--- config.mk ---
export PLATFORM = sky130hd
export DESIGN_NAME = ha_array_reducer
export DESIGN_NICKNAME = d
export VERILOG_FILES = /design/src/rtl/ha_array_pkg.sv /design/src/rtl/ha_array_reducer_row_weight.sv /design/src/rtl/ha_array_reducer.sv
export SDC_FILE = /design/constraint.sdc
export NUM_CORES = 1
export LEC_CHECK = 0
export CAP_MARGIN = 20
export CORE_ASPECT_RATIO = 1.2
export CORE_UTILIZATION = 50
export CTS_CLUSTER_DIAMETER = 50
export DETAILED_ROUTE_END_ITERATION = 6
export PLACE_DENSITY = 0.74
export SLEW_MARGIN = 20
export SYNTH_ARGS = -nofsm -noshare
export SYNTH_HDL_FRONTEND = slang
export SYNTH_SLANG_ARGS = --single-unit
--- constraint.sdc ---
create_clock -name clk -period 9.4 [get_ports clk]
set_input_delay 1.88 -clock clk [delete_from_list [all_inputs] [get_ports clk]]
set_output_delay 1.88 -clock clk [all_outputs]
set_load 0.05 [all_outputs]
--- src/rtl/ha_array_pkg.sv ---
// Shared constants, FSM state type and row-value helper for the ha_array reducer.
package ha_array_pkg;

    localparam int ROWS  = 4;
    localparam int T_W   = 9;
    localparam int B_W   = 7;
    localparam int P_W   = 16;
    localparam int ACC_W = 17;
    localparam int ROW_W = 10;

    typedef enum logic [1:0] {
        IDLE = 2'd0,
        ACC  = 2'd1,
        DONE = 2'd2
    } ha_red_state_t;

    // t + (b << 2); the b vector sits two weights above t within a row.
    function automatic logic [ROW_W-1:0] ha_row_value(input logic [T_W-1:0] t,
                                                      input logic [B_W-1:0] b);
        return {1'b0, t} + {1'b0, b, 2'b00};
    endfunction

endpackage

--- src/rtl/ha_array_reducer_row_weight.sv ---
// Combinational contribution of one ha_array row: row value shifted by twice its index.
module ha_row_weight
    import ha_array_pkg::*;
(
    input  logic [T_W-1:0]   row_t,
    input  logic [B_W-1:0]   row_b,
    input  logic [1:0]       row_idx,
    output logic [ACC_W-1:0] row_contrib
);

    assign row_contrib = ACC_W'(ha_row_value(row_t, row_b)) << {row_idx, 1'b0};

endmodule

--- src/rtl/ha_array_reducer.sv ---
// Sequential reducer of a four-row ha_array into a 16-bit product plus overflow flag.
// Optional macro HA_ARRAY_REDUCER_DUAL_ROW_EN adds two rows per ACC cycle.
module ha_array_reducer
    import ha_array_pkg::*;
(
    input  logic           clk,
    input  logic           rst,
    input  logic           in_valid,
    output logic           in_ready,
    input  logic [T_W-1:0] ha_array_0_t,
    input  logic [T_W-1:0] ha_array_1_t,
    input  logic [T_W-1:0] ha_array_2_t,
    input  logic [T_W-1:0] ha_array_3_t,
    input  logic [B_W-1:0] ha_array_0_b,
    input  logic [B_W-1:0] ha_array_1_b,
    input  logic [B_W-1:0] ha_array_2_b,
    input  logic [B_W-1:0] ha_array_3_b,
    output logic           out_valid,
    input  logic           out_ready,
    output logic [P_W-1:0] out_product,
    output logic           out_ovf
);

    ha_red_state_t    state_q, state_d;
    logic [ACC_W-1:0] acc_q, acc_d;
    logic [1:0]       cnt_q, cnt_d;
    logic [T_W-1:0]   t_q [ROWS];
    logic [T_W-1:0]   t_d [ROWS];
    logic [B_W-1:0]   b_q [ROWS];
    logic [B_W-1:0]   b_d [ROWS];
    logic             out_valid_q, out_valid_d;
    logic [P_W-1:0]   out_product_q, out_product_d;
    logic             out_ovf_q, out_ovf_d;

    logic [T_W-1:0]   in_t_s [ROWS];
    logic [B_W-1:0]   in_b_s [ROWS];
    logic [ACC_W-1:0] sum_s;
    logic [1:0]       last_cnt_s;
    logic             capture_s;

    assign in_t_s[0] = ha_array_0_t;
    assign in_t_s[1] = ha_array_1_t;
    assign in_t_s[2] = ha_array_2_t;
    assign in_t_s[3] = ha_array_3_t;
    assign in_b_s[0] = ha_array_0_b;
    assign in_b_s[1] = ha_array_1_b;
    assign in_b_s[2] = ha_array_2_b;
    assign in_b_s[3] = ha_array_3_b;

    assign in_ready  = (state_q == IDLE) | ((state_q == DONE) & out_ready);
    assign capture_s = in_valid & in_ready;

`ifdef HA_ARRAY_REDUCER_DUAL_ROW_EN
    logic [1:0]       idx0_s, idx1_s;
    logic [ACC_W-1:0] contrib0_s, contrib1_s;

    assign idx0_s     = {cnt_q[0], 1'b0};
    assign idx1_s     = {cnt_q[0], 1'b1};
    assign last_cnt_s = 2'd1;

    ha_row_weight u_row_weight0 (
        .row_t       (t_q[idx0_s]),
        .row_b       (b_q[idx0_s]),
        .row_idx     (idx0_s),
        .row_contrib (contrib0_s)
    );

    ha_row_weight u_row_weight1 (
        .row_t       (t_q[idx1_s]),
        .row_b       (b_q[idx1_s]),
        .row_idx     (idx1_s),
        .row_contrib (contrib1_s)
    );

    assign sum_s = contrib0_s + contrib1_s;
`else
    assign last_cnt_s = 2'd3;

    ha_row_weight u_row_weight0 (
        .row_t       (t_q[cnt_q]),
        .row_b       (b_q[cnt_q]),
        .row_idx     (cnt_q),
        .row_contrib (sum_s)
    );
`endif

    // Next-state, accumulation and registered-output values.
    always_comb begin
        state_d       = state_q;
        acc_d         = acc_q;
        cnt_d         = cnt_q;
        t_d           = t_q;
        b_d           = b_q;
        out_valid_d   = out_valid_q;
        out_product_d = out_product_q;
        out_ovf_d     = out_ovf_q;

        case (state_q)
            IDLE: begin
                if (capture_s) begin
                    state_d = ACC;
                end else begin
                    state_d = IDLE;
                end
            end
            ACC: begin
                acc_d = acc_q + sum_s;
                cnt_d = cnt_q + 2'd1;
                if (cnt_q == last_cnt_s) begin
                    state_d       = DONE;
                    out_valid_d   = 1'b1;
                    out_product_d = acc_d[P_W-1:0];
                    out_ovf_d     = acc_d[ACC_W-1];
                end else begin
                    state_d = ACC;
                end
            end
            DONE: begin
                if (out_ready) begin
                    out_valid_d = 1'b0;
                    if (in_valid) begin
                        state_d = ACC;
                    end else begin
                        state_d = IDLE;
                    end
                end else begin
                    state_d = DONE;
                end
            end
            default: begin
                state_d     = IDLE;
                out_valid_d = 1'b0;
            end
        endcase

        // A capture restarts the reduction regardless of which state accepted it.
        if (capture_s) begin
            t_d   = in_t_s;
            b_d   = in_b_s;
            acc_d = '0;
            cnt_d = 2'd0;
        end else begin
            t_d = t_d;
        end
    end

    // State, captured array, accumulator and output registers.
    always_ff @(posedge clk or posedge rst) begin
        if (rst) begin
            state_q       <= IDLE;
            acc_q         <= '0;
            cnt_q         <= 2'd0;
            out_valid_q   <= 1'b0;
            out_product_q <= '0;
            out_ovf_q     <= 1'b0;
            for (int r = 0; r < ROWS; r++) begin
                t_q[r] <= '0;
                b_q[r] <= '0;
            end
        end else begin
            state_q       <= state_d;
            acc_q         <= acc_d;
            cnt_q         <= cnt_d;
            out_valid_q   <= out_valid_d;
            out_product_q <= out_product_d;
            out_ovf_q     <= out_ovf_d;
            t_q           <= t_d;
            b_q           <= b_d;
        end
    end

    assign out_valid   = out_valid_q;
    assign out_product = out_product_q;
    assign out_ovf     = out_ovf_q;

endmodule

==> flow_summary.json <==
{
  "status": "finished, violations left",
  "violations": "design-rule violations",
  "worst_pin_slew_ps": 1030,
  "arrival_ps": 3480,
  "seq_area_frac_synth_pct": 46.4,
  "cpMaxStageDelayCell": "clkdlybuf4s50_1",
  "final_hold_viol_count": 0,
  "grt_antenna_before_repair": 0,
  "ctsResizeCount": 0,
  "grt.overflow.total": 0,
  "grt.total_usage_pct": 22.5,
  "viasPerCell": 5.67,
  "die_w_um": 98.3,
  "numCtsBuffers": 9,
  "fillers": 874,
  "cp-end-kind": "output pin",
  "core_area_um2": 10700,
  "vias": 3901,
  "pre_cts_slack_ps": 4050,
  "hold_path_class": "flip-flop to flip-flop",
  "max-cap-violations": 0,
  "synthFlopType": "dfrtp_1",
  "max_freq_ghz": 0.187,
  "cp_cell_sequence": "clkdlybuf4s50_1 -> nand2b_1 -> nor2b_1 -> clkdlybuf4s50_1",
  "crit_path_start_kind": "input port",
  "setup_slack_ps": 4040,
  "fp-row-count": 41,
  "grt_max_degree": 80,
  "fin_skew_ps": 8.28,
  "synth_edf_count": 0,
  "wl_per_cell_um": 17.1,
  "syn_avg_cell_area_um2": 11.6,
  "dp_hpwl_um": 8490,
  "cts_sinks": 103,
  "synth_warnings": 0,
  "crit_fanout": 2,
  "slew_headroom_pct": 31.3,
  "routed_wl_um": 11800,
  "syn_to_final_growth_pct": 22.1,
  "cts_root_buf": "clkbuf_16",
  "layout.nets": 649,
  "seq_area_um2": 2580,
  "cts_hold_buf": 0,
  "first_pass_iters": 7,
  "finalMaxSlewViolations": 0,
  "worstPathRequired_ps": 7520,
  "fin_tns_setup_ps": 0,
  "die_h_um": 118,
  "clk_path_buf_depth": 2,
  "cts_tree": "yes",
  "grt_pass1_vias": 4071,
  "multiInputGateArea_um2": 2840,
  "cts_setup_buffers": 0,
  "grt_pass1_wl_um": 20500,
  "synthCells": 479,
  "drive_above_1_share_pct": 17.0,
  "drt_iter0_drc": 248,
  "die_area_um2": 11500,
  "gp_congestion": 0.832,
  "fin_crit_sh_pct": 57.0,
  "port_buffers": 86,
  "htreeDepth": 3,
  "layout_min_cycle_time_ps": 5360,
  "cp_num_buf_inv": 2,
  "ioPinCount": 87,
  "cp_top_family": "buffers and inverters",
  "async_reset_ff_share_pct": 100,
  "syn_nets": 574,
  "critical_path.max_stage_delay_ps": 830,
  "setup_viol": 0,
  "synthDistinctLibCells": 50,
  "insertion_delay_ps": 350,
  "path_clk_slew_ps": 60,
  "n_antenna_cell": 0,
  "drcViolationCount": 3,
  "drtAntennaViolNets": 0,
  "crit_path_frequent_cell": "clkdlybuf4s50_1",
  "worst-setup-path-type": "input port to output pin",
  "rsz0062_at_grt": "false",
  "start_util_pct": 52.1,
  "synth-seq-cells": 103,
  "synthesis.area_um2": 5560
}
-- layout make-up --
cell class	count	area share (%)
clock buffer	11	3.58
multi-input combinational	345	41.8
tap	129	2.38
sequential	103	38.0
inverter	5	0.313
timing repair buffer	90	13.1
clock inverter	5	0.830
-- metrics by stage --
stage          area [µm²]  utilization (%)  hold WS, ps  cells
3_5_place_dp         6490             60.8          473    672
3_3_place_gp         6490             60.8          463    672
5_1_grt              6790             63.6          503    688
4_1_cts              6790             63.6          488    688
6_report             6790             63.6          482    688
2_1_floorplan        5560                -          449    479
-- registers in the layout, summed over array words and instances, names as in the netlist --
signal       count
cnt_q            2
b_q             28
out_valid        1
t_q             36
out_product     16
state_q          2
acc_q           17
out_ovf          1
-- path summary, 6_finish.rpt --
check / cells past startpoint / from / slack (ps) / end
hold reg to reg: 1 / b_q[0]$_DFFE_PP0P_ / 480 / b_q[0]$_DFFE_PP0P_
max in group asynchronous: 3 / rst / 6320 / t_q[30]$_DFFE_PP0P_
setup reg to reg: 17 / cnt_q[0]$_DFFE_PP0P_ / 4360 / out_product[15]$_DFFE_PP0P_
hold / removal: 1 / b_q[0]$_DFFE_PP0P_ / 480 / b_q[0]$_DFFE_PP0P_
min in group asynchronous: 2 / rst / 1960 / t_q[5]$_DFFE_PP0P_
setup / recovery: 4 / out_ready / 4040 / in_ready
-- layout by cell type (no fill, tap or decap), types with 3 or more instances in the layout --
| cell type | n |
|---|---|
| nand2_1 | 57 |
| ha_1 | 25 |
| mux2_2 | 44 |
| clkbuf_16 | 9 |
| o21a_1 | 3 |
| a21oi_1 | 29 |
| xor2_1 | 11 |
| mux4_2 | 14 |
| a21o_1 | 7 |
| inv_1 | 4 |
| nand3_1 | 3 |
| mux2_1 | 19 |
| a21oi_2 | 3 |
| nand2b_1 | 4 |
| xnor2_1 | 8 |
| clkdlybuf4s50_1 | 86 |
| dfrtp_1 | 102 |
| buf_4 | 4 |
| nor2_1 | 17 |
| o21ai_0 | 18 |
| o211ai_1 | 5 |
| mux2_4 | 5 |
| o21ai_1 | 17 |
| a211oi_1 | 5 |
| nor2b_1 | 4 |
| and3_1 | 3 |
| o22ai_1 | 11 |
-- cells by family after synthesis --
logic type / synth area share [%]
compound gates: 13.5
xor+xnor: 2.99
fa+ha+maj: 6.35
buf+inv: 2.70
flops: 46.4
mux: 20.1
simple gates: 7.94
-- synthesized netlist by cell type (all sizes together) (3+ instances only) --
cell type  instances  share of area [%]
dfrtp            103                 46
mux2              68                 14
nand2             57                3.8
o21ai             37                3.5
a21oi             32                3.1
ha                25                5.6
buf               18                1.8
nor2              17                1.1
mux4              14                5.7
o22ai             11                1.2
xor2              11                1.7
clkbuf             8               0.54
xnor2              8                1.3
a21o               7               0.95
a211oi             6               0.90
inv                5               0.34
o211ai             5               0.68
nand2b             4               0.45
nor2b              4               0.45
and2               3               0.34
and3               3               0.34
nand3              3               0.27
o21a               3               0.41
-- metal layers --
metal	global-route usage (%)	wire length (µm)
met1	29.0	5060
met2	38.4	6060
met3	4.57	514
met4	6.25	131
met5	0	0
Power is left out: the tool's default activity adds up to more than one toggle a clock period on the data nets, which glitch-free logic cannot reach.
